[src/rtl/alu_pkg.sv]
// Shared encodings for the 16-bit ALU command path: unit selects, compare codes, issuer FSM.
package alu_pkg;

    localparam int unsigned OpcodeWidth = 4;
    localparam int unsigned NumUnits    = 4;

    typedef enum logic [1:0] {
        UnitArith = 2'b00,
        UnitLogic = 2'b01,
        UnitCmp   = 2'b10,
        UnitShift = 2'b11
    } unit_e;

    // Used both as the CMP function code and as the result code the unit returns.
    typedef enum logic [1:0] {
        CmpNone = 2'b00,
        CmpEq   = 2'b01,
        CmpGt   = 2'b10,
        CmpLt   = 2'b11
    } cmp_code_e;

    typedef enum logic [1:0] {
        StIdle  = 2'b00,
        StIssue = 2'b01,
        StWait  = 2'b10,
        StResp  = 2'b11
    } state_e;

    function automatic logic [NumUnits-1:0] unit_onehot(input unit_e unit);
        logic [NumUnits-1:0] oh;
        oh       = '0;
        oh[unit] = 1'b1;
        return oh;
    endfunction

endpackage

[src/rtl/cmp_code_checker.sv]
// Validates a compare unit's result code against the requested function; purely combinational.
module cmp_code_checker
    import alu_pkg::*;
#(
    parameter int unsigned ResWidth = 32
) (
    input  logic [1:0]          func_i,
    input  logic [ResWidth-1:0] unit_res_i,
    input  logic                is_cmp_i,
    output logic                violation_o,
    output logic                hit_o
);

    logic [1:0] code;
    logic       upper_set;
    logic       code_bad;

    assign code      = unit_res_i[1:0];
    assign upper_set = (unit_res_i[ResWidth-1:2] != '0);
    // A compare may only report "no match" or the exact relation it was asked about.
    assign code_bad  = (code != CmpNone) && (code != func_i);

    assign hit_o       = is_cmp_i && (code != CmpNone);
    assign violation_o = is_cmp_i && (upper_set || code_bad);

endmodule

[src/rtl/alu_op_issuer.sv]
// Issues one ALU operation per command handshake, waits for the unit's flag pulse and returns
// the result (or a timeout / compare-code error) on the response port.
module alu_op_issuer
    import alu_pkg::*;
#(
    parameter int unsigned DataWidth = 16,
    parameter int unsigned ResWidth  = 32,
    parameter int unsigned Timeout   = 4
) (
    input  logic                   clk_i,
    input  logic                   rst_i,
    input  logic                   cmd_valid_i,
    output logic                   cmd_ready_o,
    input  logic [OpcodeWidth-1:0] cmd_opcode_i,
    input  logic [DataWidth-1:0]   cmd_a_i,
    input  logic [DataWidth-1:0]   cmd_b_i,
    output logic [DataWidth-1:0]   op_a_o,
    output logic [DataWidth-1:0]   op_b_o,
    output logic [1:0]             alu_func_o,
    output logic                   arith_en_o,
    output logic                   logic_en_o,
    output logic                   cmp_en_o,
    output logic                   shift_en_o,
    input  logic [ResWidth-1:0]    unit_res_i,
    input  logic                   unit_flag_i,
    output logic                   rsp_valid_o,
    input  logic                   rsp_ready_i,
    output logic [ResWidth-1:0]    rsp_data_o,
    output logic                   rsp_err_o,
    output logic                   rsp_cmp_hit_o
);

    localparam int unsigned CntWidth = $clog2(Timeout + 1);

    state_e                 state_q;
    logic [CntWidth-1:0]    cnt_q;
    logic [OpcodeWidth-1:0] opcode_q;
    logic [NumUnits-1:0]    unit_en_q;
    logic [DataWidth-1:0]   op_a_q;
    logic [DataWidth-1:0]   op_b_q;
    logic [1:0]             alu_func_q;
    logic [ResWidth-1:0]    rsp_data_q;
    logic                   rsp_err_q;
    logic                   rsp_cmp_hit_q;

    logic                   is_cmp;
    logic                   cmp_violation;
    logic                   cmp_hit;

    assign is_cmp = (opcode_q[3:2] == UnitCmp);

    cmp_code_checker #(
        .ResWidth(ResWidth)
    ) u_cmp_code_checker (
        .func_i     (opcode_q[1:0]),
        .unit_res_i (unit_res_i),
        .is_cmp_i   (is_cmp),
        .violation_o(cmp_violation),
        .hit_o      (cmp_hit)
    );

    always_ff @(posedge clk_i or posedge rst_i) begin
        if (rst_i) begin
            state_q       <= StIdle;
            cnt_q         <= '0;
            opcode_q      <= '0;
            unit_en_q     <= '0;
            op_a_q        <= '0;
            op_b_q        <= '0;
            alu_func_q    <= '0;
            rsp_data_q    <= '0;
            rsp_err_q     <= 1'b0;
            rsp_cmp_hit_q <= 1'b0;
        end else begin
            unique case (state_q)
                StIdle: begin
                    if (cmd_valid_i) begin
                        op_a_q     <= cmd_a_i;
                        op_b_q     <= cmd_b_i;
                        alu_func_q <= cmd_opcode_i[1:0];
                        opcode_q   <= cmd_opcode_i;
                        unit_en_q  <= unit_onehot(unit_e'(cmd_opcode_i[3:2]));
                        state_q    <= StIssue;
                    end
                end
                // Any flag seen here belongs to an earlier operation, so it is not sampled.
                StIssue: begin
                    unit_en_q <= '0;
                    cnt_q     <= '0;
                    state_q   <= StWait;
                end
                StWait: begin
                    if (unit_flag_i) begin
                        rsp_data_q    <= unit_res_i;
                        rsp_err_q     <= cmp_violation;
                        rsp_cmp_hit_q <= cmp_hit;
                        state_q       <= StResp;
                    end else if (cnt_q == CntWidth'(Timeout - 1)) begin
                        rsp_data_q    <= '0;
                        rsp_err_q     <= 1'b1;
                        rsp_cmp_hit_q <= 1'b0;
                        state_q       <= StResp;
                    end else begin
                        cnt_q <= cnt_q + 1'b1;
                    end
                end
                StResp: begin
                    if (rsp_ready_i) begin
                        state_q <= StIdle;
                    end
                end
                default: state_q <= StIdle;
            endcase
        end
    end

    assign cmd_ready_o   = (state_q == StIdle);
    assign rsp_valid_o   = (state_q == StResp);
    assign op_a_o        = op_a_q;
    assign op_b_o        = op_b_q;
    assign alu_func_o    = alu_func_q;
    assign arith_en_o    = unit_en_q[UnitArith];
    assign logic_en_o    = unit_en_q[UnitLogic];
    assign cmp_en_o      = unit_en_q[UnitCmp];
    assign shift_en_o    = unit_en_q[UnitShift];
    assign rsp_data_o    = rsp_data_q;
    assign rsp_err_o     = rsp_err_q;
    assign rsp_cmp_hit_o = rsp_cmp_hit_q;

endmodule

[config.mk]
export PLATFORM = sky130hd
export DESIGN_NAME = alu_op_issuer
export DESIGN_NICKNAME = d
export VERILOG_FILES = /design/src/rtl/alu_pkg.sv /design/src/rtl/cmp_code_checker.sv /design/src/rtl/alu_op_issuer.sv
export SDC_FILE = /design/constraint.sdc
export NUM_CORES = 1
export LEC_CHECK = 0
export BUFFER_PORTS_ARGS = -buffer_cell sky130_fd_sc_hd__buf_2
export CAP_MARGIN = 30
export CORE_UTILIZATION = 51
export CTS_CLUSTER_DIAMETER = 150
export DETAILED_ROUTE_END_ITERATION = 7
export GPL_TIMING_DRIVEN = 0
export PLACE_DENSITY_LB_ADDON = 0.3
export SLEW_MARGIN = 10
export SYNTH_ARGS = -nofsm -noshare
export SYNTH_HDL_FRONTEND = slang
export SYNTH_HIERARCHICAL = 1
export SYNTH_SLANG_ARGS = --single-unit
[constraint.sdc]
create_clock -name clk_i -period 6.52 [get_ports clk_i]
set_input_delay 0.978 -clock clk_i [delete_from_list [all_inputs] [get_ports clk_i]]
set_output_delay 0.978 -clock clk_i [all_outputs]
set_load 0.05 [all_outputs]
==> results.yml, run 1 <==
run_status:
  status: "complete, no violations"
setup_path:
  arrival_ns: 1.45
  startpoint_type: "flip-flop"
  required_ns: 5.54
  path_buf_inv: 2
  crit_slowest_cell: "dfrtp_1"
  crit_fanout: 5
  crit_chain: "inv_1 > ha_1 > buf_2"
  critPathKind: "reg -> out"
  end_kind: "output port"
  critical-path-max-stage-delay_ns: 0.41
  critical-path-top-delay-family: "buffers and inverters"
yosys:
  postSynthNetCount: 300
  synth_area_sq_mm: 0.00332
  synth-seq-cells: 79
  syn_inst: 221
  yosys_warnings: 6
  synth_cell_type_count: 32
  ys_seq_area_share_pct: 59.5
  syn_area_per_cell_sq_um: 15.0
clocking:
  cts_resized: 0
  root_buffer: "clkbuf_8"
  cts_buffers: 9
  post-cts-setup-buffers: 0
  htreeDepth: 3
  insertion_delay_ns: 0.34
  cts_buffer_depth: 2
  holdBufCountCts: 0
  cts_tree: "done"
  cts.clk_slew.worst_paths_ns: 0.08
  clock-sinks: 79
sta:
  drv_slew: 0
  min_period_over_period_pct: 37.3
  finClkSkew_ns: 0.00964
  setup_tns_ns: 0
  final_hold_viol_count: 0
  setup_viol: 0
  fmax_ghz: 0.411
  layout_min_cycle_time_ns: 2.43
  slew_headroom_pct: 70.2
  worstMarginPinSlew_ns: 0.447
  setup_ws_ns: 4.09
  rsz0062_at_grt: "false"
routing:
  via_per_inst: 5.23
  ant_nets: 0
  post_drt_wl_per_cell_um: 15.8
  drtPass1Iterations: 4
  drt_iter0_markers: 67
  vias: 2413
  drc: 0
  drt-total-wl_mm: 7.28
global_route:
  grt_max_degree: 47
  grtUsageTotal_pct: 22.0
  grt_pass1_wl_mm: 11.0
  grt_pass1_vias: 2312
  grt_overflow: 0
  antenna_found_initial: 0
die:
  coreArea_sq_mm: 0.00631
  fp.dieW_um: 82.7
  start_util_pct: 52.6
  die_h_um: 82.7
  die-area_sq_mm: 0.00684
  io_pins: 147
  num_rows: 29
place:
  pre_cts_slack_ns: 4.29
  gp_congestion: 0.793
  dp.cells: 445
  port_buffers: 146
  dpl.hpwl_mm: 5.26
flow_run:
  cap_viol_max_count: 0
finish:
  drive_gt1_share_pct: 56.8
  syn_to_final_growth_pct: 32.1
  nFillCells: 493
  final_cell_count_no_fill: 461
  nets: 458
  antennaDiodeCount: 0
worst_hold_path:
  hold_path.class: "reg -> reg"
stage by stage:
step | hold WS [ns] | cell area [sq um] | util [%]
after floorplan | 0.442 | 3320 | -
after global placement | 0.458 | 4150 | 65.7
after detailed placement | 0.473 | 4180 | 66.2
after CTS | 0.491 | 4390 | 69.5
after global routing | 0.523 | 4390 | 69.5
final | 0.486 | 4390 | 69.5
worst register-to-register path, delay by kind of cell (launching register included):
kind / cells / cell delay, ns
flip-flops: 1 / 0.40
buffers and inverters: 1 / 0.29
AO/OA/AOI/OAI: 2 / 0.47
adder cells (fa/ha/maj): 2 / 0.42
area by class of cell:
class,instances,area [sq um],share of cell area [%]
Sequential cell,79,1980,45.1
Clock buffer,13,169,3.85
Multi-Input combinational cell,119,1200,27.4
Buffer,13,103,2.34
Clock inverter,3,40.0,0.913
Timing Repair Buffer,147,758,17.3
Inverter,10,40.0,0.913
Tap cell,77,96.3,2.20
cell families (layout without fill, tap and decap cells):
| family | after synthesis | in the layout | share of synthesized area [%] |
|---|---|---|---|
| DFF | 79 | 79 | 59.5 |
| AOI/OAI and AO/OA | 50 | 50 | 12.8 |
| muxes | 36 | 36 | 16.0 |
| and+or+nand+nor | 27 | 27 | 5.20 |
| buffers and inverters | 23 | 186 | 4.22 |
| adders and majority gates | 6 | 6 | 2.26 |
placed cells by master (no fill, tap or decap), types with 4 or more instances in the layout:
master / synthesis / final
buf_2: 4 / 150
dfrtp_1: 79 / 79
inv_1: 10 / 9
mux2_4: 34 / 34
buf_6: 4 / 4
ha_1: 6 / 6
buf_4: 5 / 5
nor4_1: 4 / 4
clkbuf_8: 0 / 12
a22o_1: 35 / 35
nand2_1: 4 / 4
routing by layer:
| metal | global-route usage (%) | part of all wire (%) |
|---|---|---|
| met1 | 28.8 | 44 |
| met5 | 0 | 0 |
| met2 | 34.5 | 47 |
| met3 | 4.95 | 6.9 |
| met4 | 11.0 | 1.9 |
cells in the mapped netlist, drive strengths merged:
master,number,area (sq um)
nand4,2,12.5
inv,10,37.5
nor2,2,7.51
buf,13,103
mux2i,1,10.0
o21ai,6,33.8
mux2,35,522
and2,1,6.26
nand3,3,15.0
o41a,1,11.3
nor2b,2,12.5
nand2,5,21.3
nand2b,3,18.8
o41ai,2,17.5
a22o,35,307
dfrtp,79,1980
o32a,1,10.0
a22oi,1,7.51
a221oi,1,15.0
nor4,7,62.6
a21boi,2,15.0
ha,6,75.1
nor3,1,5.00
o21a,1,7.51
or3b,1,11.3
worst paths after layout:
check,from,end,slack (ns),cells past startpoint
worst max-delay path,state_q[0],cmd_ready_o,4.09,3
worst min-delay path,cnt_q[0],cnt_q[0],0.49,1
worst max register to register,cnt_q[0],rsp_data_o[8],4.88,5
worst min register to register,cnt_q[0],cnt_q[0],0.49,1
max in group asynchronous,rst_i,opcode_q[1],5.31,3
min in group asynchronous,rst_i,op_a_o[4],0.64,2
flip-flops by register name, indices dropped and copies added (netlist names):
name	count
op_a_o	16
op_b_o	16
rsp_err_o	1
cnt_q	3
rsp_cmp_hit_o	1
unit_en_q	4
opcode_q	4
state_q	2
rsp_data_o	32
Power of run 1 is left out: the tool's default activity adds up to more than one toggle a clock period on the data nets, which glitch-free logic cannot reach.
==> run 2, diff against run 1 <==
--- a/config.mk
+++ b/config.mk
@@ -7,7 +7,7 @@
 export LEC_CHECK = 0
 export BUFFER_PORTS_ARGS = -buffer_cell sky130_fd_sc_hd__buf_2
 export CAP_MARGIN = 30
-export CORE_UTILIZATION = 51
+export CORE_UTILIZATION = 42
 export CTS_CLUSTER_DIAMETER = 150
 export DETAILED_ROUTE_END_ITERATION = 7
 export GPL_TIMING_DRIVEN = 0
==> constraint.sdc (replaced) <==
create_clock -name clk_i -period 2.1 [get_ports clk_i]
set_input_delay 0.315 -clock clk_i [delete_from_list [all_inputs] [get_ports clk_i]]
set_output_delay 0.315 -clock clk_i [all_outputs]
set_load 0.05 [all_outputs]
==> run 2 against run 1 <==
Against the previous run:
- setup slack lost 3.8 ns
- design area up 1.1%
- global-route usage down 3.1 points
- die area is 21% higher
- largest cell class unchanged
- hold slack worse by 0.47 ns
- via count down 0.54%
- core utilization decreased by 12 points
- non-clock buffer count up 1
- register-to-register slack lost 4.5 ns
- first-iteration DRC count rose by 36%
- critical path depth stayed put
==> results.yml, run 2 (synthesis results as in run 1) <==
run_status:
  status: "complete, no violations"
global_route:
  grtUsageTotal_pct: 19.0
  grt_pass1_vias: 2404
  grt_overflow: 0
  grt_pass1_wl_mm: 12.3
  antenna_found_initial: 0
  met3_usage_pct: 4.71
  busiest_layer: "met2"
  use_met2_pct: 29.2
  use_met1_pct: 26.4
  grt_max_degree: 32
die:
  die-area_sq_mm: 0.00827
  coreArea_sq_mm: 0.00769
  die_h_um: 90.9
  io_pins: 147
  num_rows: 32
  fp.dieW_um: 90.9
  start_util_pct: 43.2
routing:
  drtPass1Iterations: 6
  via_per_inst: 4.94
  drt-total-wl_mm: 7.41
  vias: 2400
  post_drt_wl_per_cell_um: 15.2
  ant_nets: 0
  drt_iter0_markers: 91
  drc: 0
clocking:
  htreeDepth: 3
  post-cts-setup-buffers: 0
  cts.clk_slew.worst_paths_ns: 0.08
  cts_buffer_depth: 2
  root_buffer: "clkbuf_8"
  cts_buffers: 9
  holdBufCountCts: 0
  cts_tree: "done"
  insertion_delay_ns: 0.33
  clock-sinks: 79
  cts_resized: 0
setup_path:
  arrival_ns: 1.45
  startpoint_type: "flip-flop"
  critPathKind: "reg -> out"
  critical-path-max-stage-delay_ns: 0.42
  required_ns: 1.78
  crit_slowest_cell: "dfrtp_1"
  crit_fanout: 5
  path_buf_inv: 2
  ff2ff_setup_slack_ns: 0.43
  end_kind: "output port"
  critical-path-top-delay-family: "flip-flops"
  crit_chain: "inv_1 > ha_1 > buf_2"
place:
  pre_cts_slack_ns: 0.452
  dpl_cell_area_sq_mm: 0.00422
  port_buffers: 146
  gp_congestion: 0.761
  dpl.hpwl_mm: 5.52
finish:
  drive_gt1_share_pct: 56.8
  final_common_cell: "buf_2"
  largest_register_ffs: 32
  multi_input_area_sq_mm: 0.00120
  nets: 459
  seq_area_sq_mm: 0.00198
  syn_to_final_growth_pct: 33.5
  final_cell_area_sq_mm: 0.00443
  nFillCells: 672
  most-common-layout-cells: "buf_2, dfrtp_1, a22o_1"
  antennaDiodeCount: 0
sta:
  drv_slew: 0
  slew_headroom_pct: 64.3
  hold_ws_ns: 0.0163
  layout_min_cycle_time_ns: 1.76
  final_hold_viol_count: 0
  setup_viol: 0
  setup_tns_ns: 0
  min_period_over_period_pct: 83.9
  setup_ws_ns: 0.337
  worstMarginPinSlew_ns: 0.534
  finClkSkew_ns: 0.0103
  fmax_ghz: 0.567
  rsz0062_at_grt: "false"
worst_hold_path:
  hold_path.class: "in -> async"
flow_run:
  cap_viol_max_count: 0
[run 2: stage by stage]
stage,instances,util [%]
global placement,469,54.4
finish,486,57.7
detailed placement,471,54.9
global route,486,57.7
CTS,486,57.7
floorplan,221,-
[run 2: path summary, 6_finish.rpt]
| kind | startpoint | to | cells past startpoint |
|---|---|---|---|
| worst min-delay path | rst_i | op_b_o[12] | 2 |
| worst max-delay path | state_q[0] | cmd_ready_o | 3 |
| max in group asynchronous | rst_i | op_a_o[11] | 3 |
| min in group clk_i | cmd_opcode_i[2] | unit_en_q[2] | 2 |
| worst min register to register | opcode_q[3] | opcode_q[3] | 2 |
| worst max register to register | cnt_q[0] | rsp_data_o[16] | 5 |
[run 2: final cells by class]
cell class	count	area share, %
Inverter	10	0.931
Clock buffer	11	3.19
Buffer	13	2.31
Tap cell	102	2.88
Clock inverter	4	1.58
Sequential cell	79	44.6
Timing Repair Buffer	148	17.4
Multi-Input combinational cell	119	27.1
[run 2: per-layer routing]
| layer | share of wire, % | vias to the layer above |
|---|---|---|
| met2 | 48 | 87 |
| met4 | 1.0 | 0 |
| met5 | 0 | - |
| met3 | 5.7 | 7 |
| li1 | - | 1128 |
| met1 | 46 | 1178 |
Power of run 2 is left out for the same reason.
